File: src/rtl/pilha_param.sv
// rtl/pilha_param.sv - parametrised LIFO operand stack (UC/ULA push source, registered pop, replace-top)
// Optional build macro: PILHA_ERRO_STICKY_EN (sticky overflow/underflow flags cleared by clr_erro)
module pilha_param #(
  parameter int DATA_W = 16,
  parameter int DEPTH  = 16,
  parameter int ULA_W  = 32,
  localparam int CNT_W = $clog2(DEPTH) + 1
) (
  input  logic              clk,
  input  logic              rst,
  input  logic              push,
  input  logic              pop,
  input  logic              sel_ula,
  input  logic [DATA_W-1:0] din_uc,
  input  logic [ULA_W-1:0]  din_ula,
  input  logic              clr_erro,
  output logic [DATA_W-1:0] dout,
  output logic [DATA_W-1:0] top,
  output logic [CNT_W-1:0]  tos,
  output logic              full,
  output logic              empty,
  output logic              overflow,
  output logic              underflow
);

  localparam int AW = $clog2(DEPTH);

  logic [DATA_W-1:0] mem [DEPTH];
  logic [CNT_W-1:0]  tos_q;
  logic [CNT_W-1:0]  tos_m1;
  logic [CNT_W-1:0]  tos_nxt;
  logic [AW-1:0]     top_idx;
  logic [AW-1:0]     push_idx;
  logic [AW-1:0]     wr_idx;
  logic [DATA_W-1:0] wd;
  logic              wr_en;
  logic              dout_ld;
  logic              ovf_evt;
  logic              unf_evt;

  assign tos      = tos_q;
  assign full     = (tos_q == CNT_W'(DEPTH));
  assign empty    = (tos_q == '0);
  assign tos_m1   = tos_q - CNT_W'(1);
  assign top_idx  = tos_m1[AW-1:0];
  assign push_idx = tos_q[AW-1:0];
  assign wd       = sel_ula ? din_ula[DATA_W-1:0] : din_uc;
  assign top      = empty ? '0 : mem[top_idx];

  // Upper ALU bits are intentionally dropped on push.
  if (ULA_W > DATA_W) begin : g_ula_hi
    logic unused_ula_hi;
    assign unused_ula_hi = ^din_ula[ULA_W-1:DATA_W];
  end

  // Decode the {push,pop} request into write, pointer and error actions.
  always_comb begin
    wr_en   = 1'b0;
    wr_idx  = push_idx;
    tos_nxt = tos_q;
    dout_ld = 1'b0;
    ovf_evt = 1'b0;
    unf_evt = 1'b0;
    case ({push, pop})
      2'b10: begin
        if (!full) begin
          wr_en   = 1'b1;
          tos_nxt = tos_q + CNT_W'(1);
        end else begin
          ovf_evt = 1'b1;
        end
      end
      2'b01: begin
        if (!empty) begin
          dout_ld = 1'b1;
          tos_nxt = tos_m1;
        end else begin
          unf_evt = 1'b1;
        end
      end
      2'b11: begin
        if (!empty) begin
          // Replace-top: old top goes out, new word overwrites it.
          dout_ld = 1'b1;
          wr_en   = 1'b1;
          wr_idx  = top_idx;
        end else begin
          // Empty stack: behaves as a plain push.
          wr_en   = 1'b1;
          tos_nxt = tos_q + CNT_W'(1);
        end
      end
      default: ;
    endcase
  end

  // Storage array; writes are suppressed while reset is held so an aborted request leaves no trace.
  always_ff @(posedge clk) begin
    if (rst && wr_en) begin
      mem[wr_idx] <= wd;
    end
  end

  // Occupancy and registered pop output.
  always_ff @(posedge clk or negedge rst) begin
    if (!rst) begin
      tos_q <= '0;
      dout  <= '0;
    end else begin
      tos_q <= tos_nxt;
      if (dout_ld) begin
        dout <= mem[top_idx];
      end
    end
  end

`ifdef PILHA_ERRO_STICKY_EN
  // Sticky error flags: an event sets, clr_erro clears, set wins over clear.
  always_ff @(posedge clk or negedge rst) begin
    if (!rst) begin
      overflow  <= 1'b0;
      underflow <= 1'b0;
    end else begin
      overflow  <= ovf_evt | (overflow & ~clr_erro);
      underflow <= unf_evt | (underflow & ~clr_erro);
    end
  end
`else
  logic unused_clr_erro;
  assign unused_clr_erro = clr_erro;

  // Pulse error flags: high for the one cycle after the refused request.
  always_ff @(posedge clk or negedge rst) begin
    if (!rst) begin
      overflow  <= 1'b0;
      underflow <= 1'b0;
    end else begin
      overflow  <= ovf_evt;
      underflow <= unf_evt;
    end
  end
`endif

endmodule
File: config.mk
export PLATFORM = sky130hd
export DESIGN_NAME = pilha_param
export DESIGN_NICKNAME = d
export VERILOG_FILES = /design/src/rtl/pilha_param.sv
export SDC_FILE = /design/constraint.sdc
export NUM_CORES = 1
export LEC_CHECK = 0
export ABC_AREA = 1
export CAP_MARGIN = 30
export CORE_MARGIN = 1.5
export CORE_UTILIZATION = 40
export DETAILED_ROUTE_END_ITERATION = 7
export SETUP_SLACK_MARGIN = 0.2
export SYNTH_ARGS = -nofsm -noshare
export SYNTH_HDL_FRONTEND = slang
export SYNTH_SLANG_ARGS = --single-unit
export TNS_END_PERCENT = 20
File: constraint.sdc
create_clock -name clk -period 3.6 [get_ports clk]
set_clock_uncertainty 0.2 [all_clocks]
set_input_delay 0.72 -clock clk [delete_from_list [all_inputs] [get_ports clk]]
set_output_delay 0.72 -clock clk [all_outputs]
set_load 0.01 [all_outputs]
Yosys cells after proc, flatten, opt, wreduce, memory -nomap -nowiden
Memory sizes are Yosys's and may differ from the RTL's.
Index checks and enable logic that the tools add are counted.
{ "totals": {"regBits": 23, "ram_bits": 256, "inputBits": 54, "output_inout_bits": 41, "word_cells": 37, "n_memories": 1} }
{ "op_classes": {"add_sub_neg": 2, "eq_ne": 7, "n_mux": 18, "n_reduce_logical": 5} }
{ "memory_table": {"columns": ["name", "words", "word_bits", "rd", "rd_ports_with_merged_regs", "write_ports", "line", "rtl"], "rows": [
  ["mem", 16, 16, 1, 0, 1, "28", "logic [DATA_W-1:0] mem [DEPTH];"]
]} }
{ "op_table": {"columns": ["cell", "n"], "rows": [
  ["$mux 16", 2],
  ["$mux 5", 3],
  ["$pmux 5 s3", 1],
  ["$mux 1", 9],
  ["$mux 4", 2],
  ["$ne 2x2->1 const B", 3],
  ["$add 5x1->5 const B", 1],
  ["$eq 5x5->1 const B", 1],
  ["$logic_not 5->1", 1],
  ["$sub 5x1->5 const B", 1],
  ["$eq 2x2->1 const B", 2],
  ["$reduce_and 4->1", 1],
  ["$reduce_bool 3->1", 1],
  ["$eq 2x1->1 const B", 1],
  ["$pmux 1 s2", 1],
  ["$reduce_or 2->1", 1],
  ["$logic_and 1x1->1", 1]
]} }

Logic depth before layout (Yosys ltp)
{ "depth": {"depth_word": 6, "mapped_depth": 14, "ltp_nobuf": 11} }

Worst setup path before layout
Ideal clock, no wire load.
{ "synth_path": {"path_kind": "reg-to-reg", "startpoint": "register tos_q[0], in the netlist tos[0]", "endpoint": "memory mem[10][0], enable pin", "setup_time_ns": 0.388, "t_arrival_ns": 2.581, "t_required_ns": 3.012, "slack_ns": 0.431, "stages_incl_launch_ff": 11, "path_buffers": 3, "synth_period_minus_slack_ns": 3.169, "cell_sequence": "dfrtp_1 buf_2 inv_2 buf_4 buf_4 ha_1 xnor2_2 o21bai_1 nor2_1 nand2_1 nor2_1"} }
{ "synth_between": {"elab_chain_cells": 6, "word_cells_on_any_way": 10, "classes_between": "add/sub: 1; eq/ne: 1; mux: 6; reduce/logical: 2"} }
{ "synth_lines": {"columns": ["element", "line", "rtl"], "rows": [
  ["start, declared", "29", "logic [CNT_W-1:0] tos_q;"],
  ["start signal, assigned", "110", "tos_q <= tos_nxt;"],
  ["$eq 5x5->1", "42", "assign full = (tos_q == CNT_W'(DEPTH));"],
  ["$mux 1", "66", "if (!full) begin"],
  ["$pmux 1 s2", "64", "case ({push, pop})"],
  ["$logic_and 1x1->1", "99", "if (rst && wr_en) begin"],
  ["$mux 1", "99", null],
  ["$mux 1 (not written as such)", "100", "mem[wr_idx] <= wd;"],
  ["end, declared", "28", null]
]} }
Several ways; a longest one is shown, not always the timed one.

Worst setup path after layout
{ "layout_path": {"startpoint": "register tos_q[0], in the netlist tos[0]", "endpoint": "output port top[0]"} }
{ "layout_between": {"elab_chain_cells": 3, "word_cells_on_any_way": 4, "classes_between": "add/sub: 1; mux: 1; reduce/logical: 1; memory: 1"} }
{ "layout_lines": {"columns": ["element", "line", "rtl"], "rows": [
  ["$sub 5x1->5", "44", "assign tos_m1 = tos_q - CNT_W'(1);"],
  ["$mem_v2 16x16", null, null],
  ["$mux 16 *", "48", "assign top = empty ? '0 : mem[top_idx];"],
  ["end, declared", "18", "output logic [DATA_W-1:0] top,"]
]} }
Mark *: on every way between the ends. The rest lies on a longest branch, timed or not.

==> results.json <==
{
  "status": "finished with violations",
  "violations": "DRC",
  "syn_avg_cell_area_um2": 10.11,
  "period_needed_ns": 3.437,
  "timing.slew.headroom": 0.5352,
  "path_clk_slew_ns": 0.06,
  "power_per_cell_area_mw_per_mm2": 997.8,
  "ys_seq_area_frac": 0.6566,
  "hold_start": "dout[5]",
  "syn-instance-count": 1245,
  "rows": 64,
  "wl_per_cell_um": 18.64,
  "start_kind": "flip-flop",
  "grt_remaining_overflow": 0,
  "cts_tree": "yes",
  "critPathBufInv": 7,
  "numClockSinks": 279,
  "grt_max_degree": 91,
  "hpwl_mm": 18.41,
  "drive_gt1_frac": 0.1830,
  "maxClockFrequency_mhz": 291.0,
  "setup_violations": 0,
  "hold_depth": 2,
  "antenna_found_initial": 1,
  "dieHeight_um": 180.4,
  "reg2reg_from": "tos[0]",
  "clockRootBuffer": "clkbuf_16",
  "clock_tree.buffer_depth": 3,
  "peakVddDrop_v": 0.0005399,
  "drtIter0Drc": 861,
  "firstDrtPassIters": 7,
  "critPathKind": "reg -> out",
  "leakagePower_nw": 6.845,
  "rrSetupSlack_ns": 0.82,
  "ios": 95,
  "rr_endpoint": "mem[11][8]",
  "final-hold-violation-count": 0,
  "grt_first_pass_wirelength_mm": 49.94,
  "synth_top_cell_area_share": 0.6109,
  "hold_buffers": 0,
  "period_share": 0.9547,
  "drc_errors": 7,
  "slew_violations": 0,
  "core_mm2": 0.03075,
  "worst-r2r-cell-count": 11,
  "cts_buffers": 30,
  "dieWidth_um": 180.4,
  "portBuffers": 77,
  "synth_top_cell_by_area": "edfxtp_1",
  "grt_pass1_vias": 8383,
  "synth.distinct_cells": 27,
  "worst_path_max_delay_cell": "dfrtp_4",
  "yosys_warnings": 0,
  "vias_per_cell": 4.994,
  "hold_ws_ns": 0.2790,
  "place_congestion": 0.7811,
  "crit_chain": "inv_8 -> ha_4 -> buf_12 -> clkinv_16 -> buf_12 -> buf_6 -> nand3_2 -> nand3_1 -> nand3_2 -> a21oi_2 -> buf_4 -> buf_6",
  "clk_latency_ns": 0.57,
  "diodes": 0,
  "nets": 1444,
  "min-delay-path-class": "reg -> reg",
  "synth-seq-cells": 279,
  "yosys-top-cells-area": "edfxtp_1 61%, nand2_1 13%, nand3_1 7.4%, inv_1 6.1%, dfrtp_1 4.6%",
  "grt_usage": 0.2046,
  "cap_violations": 0,
  "rsz0062_at_grt": "true",
  "tns_ns": 0,
  "cp_max_fo": 7,
  "whs_endpoint": "dout[5]",
  "netlist_area_mm2": 0.01258,
  "critPathMaxStageDelay_ns": 0.50,
  "die_area_mm2": 0.03254,
  "initial_utilization": 0.4093,
  "wl_mm": 33.66,
  "area_growth_pct": 25.86,
  "required_ns": 2.68,
  "cp_data_arrival_time_ns": 2.52,
  "crit_family": "buffers and inverters",
  "vias": 9020,
  "critical_path.endpoint_type": "output port",
  "worstMarginPinSlew_ns": 0.6951,
  "htreeDepth": 1,
  "ant_nets": 0,
  "syn-num-nets": 1302
}
-- routing by layer --
layer  up-vias  GRT usage  routed length, µm
li1       4305          -                  -
met1      4294     0.2861              14440
met2       361     0.3327              15650
met3        60    0.03355               2661
met4         0    0.05345                911
met5         -          0                  0
-- through the flow --
step	instance area [µm²]	util	cells	setup slack [ns]	power, mW
after floorplan	12580	-	1245	0.4310	8.023
after global placement	14120	0.4591	1711	0.1437	11.10
after detailed placement	14120	0.4591	1711	0.1307	11.14
after CTS	15510	0.5045	1783	0.1130	15.06
after global routing	15840	0.5151	1806	0.09843	16.64
final	15840	0.5151	1806	0.1631	15.80
-- cells in the final DEF, fill, tap and decap left out, types with 2 or more instances in the layout --
cell / netlist / layout
nor2_2: 0 / 16
mux2_2: 16 / 16
buf_8: 0 / 3
nand2_1: 421 / 420
nand3_4: 0 / 3
buf_16: 0 / 7
dfrtp_1: 23 / 21
buf_6: 6 / 6
clkinv_2: 0 / 9
buf_12: 0 / 16
a21oi_2: 0 / 13
buf_2: 23 / 9
a21oi_1: 17 / 3
edfxtp_1: 256 / 256
o21ai_0: 4 / 4
bufinv_16: 0 / 2
nand3_2: 12 / 40
clkinv_1: 1 / 10
inv_1: 206 / 204
ha_4: 0 / 2
buf_4: 12 / 57
nand2_4: 2 / 2
nand2_2: 3 / 5
clkbuf_2: 0 / 5
xor2_1: 4 / 4
nor2_1: 26 / 10
clkdlybuf4s50_1: 0 / 61
clkbuf_16: 0 / 32
nand3_1: 186 / 155
-- worst max-delay path by stage --
| stage | slack [ns] | from | cells past startpoint | endpoint |
|---|---|---|---|---|
| floorplan | 0.43 | tos[0] | 10 | mem[10][0] |
| global placement | 0.14 | tos[0] | 9 | top[3] |
| detailed placement | 0.13 | tos[0] | 9 | top[3] |
| CTS | 0.11 | tos[0] | 10 | top[13] |
| global route | 0.1 | tos[0] | 11 | top[11] |
| finish | 0.16 | tos[0] | 12 | top[0] |
-- worst register-to-register path, stage by stage (launching register included) --
cell and delay (ns):
dfrtp_4 0.50, inv_8 0.10, ha_4 0.14, buf_6 0.11, xnor2_4 0.13, buf_4 0.19, buf_16 0.19, o21bai_1 0.10
nor2_1 0.13, nand2_1 0.17, nor2_2 0.12, buf_4 0.35
-- flip-flops by register name, indices dropped and copies added (netlist names) --
register,count
mem,256
dout,16
overflow,1
underflow,1
tos,5
-- synthesized netlist by cell type --
master    count
nand3_1     186
buf_4        12
clkinv_1      1
xor2_2        2
o21bai_1      1
xnor2_2       1
a21oi_1      17
nand3_2      12
xor2_1        4
or2_2         1
nor2_1       26
buf_6         6
inv_2         1
edfxtp_1    256
inv_1       206
nand2_1     421
mux2_2       16
o21ai_0       4
buf_1         5
clkbuf_1     11
ha_1          3
dfrtp_1      23
nand2_4       2
nor2_4        1
o22ai_1       1
buf_2        23
nand2_2       3
-- layout make-up --
| type | count | area (µm²) |
|---|---|---|
| repair buffers | 166 | 1784 |
| flip-flops and latches | 279 | 8268 |
| clock inverters | 24 | 180.2 |
| inverters | 208 | 814.5 |
| fillers | 2702 | 14910 |
| clock buffers | 31 | 754.5 |
| well taps | 396 | 495.5 |
| multi-input cells | 702 | 3542 |
-- where the power goes --
part | switching (mW) | internal, mW | total, mW
clock network | 1.25 | 1.66 | 2.91
registers | 0.124 | 3.86 | 3.98
logic | 5.28 | 3.64 | 8.91
-- cells by family (layout without fill, tap and decap cells) --
logic type	Yosys count	count (layout)	share of synthesized area
AO/OA/AOI/OAI	23	23	0.009446
buffers and inverters	265	429	0.08849
XOR/XNOR	7	7	0.006661
flip-flops	279	279	0.6566
adder cells (fa/ha/maj)	3	3	0.002983
multiplexers	16	16	0.01432
AND/OR/NAND/NOR	652	653	0.2215
-- timing repair --
action / 4_1_cts / 5_1_grt
pin swaps: 8 / 21
gates resized for setup: 85 / 61
gates cloned: 5 / 3
buffers inserted: 12 / 20
endpoints found under the setup margin: 17 / 17
(Power assumes the default switching activity.)
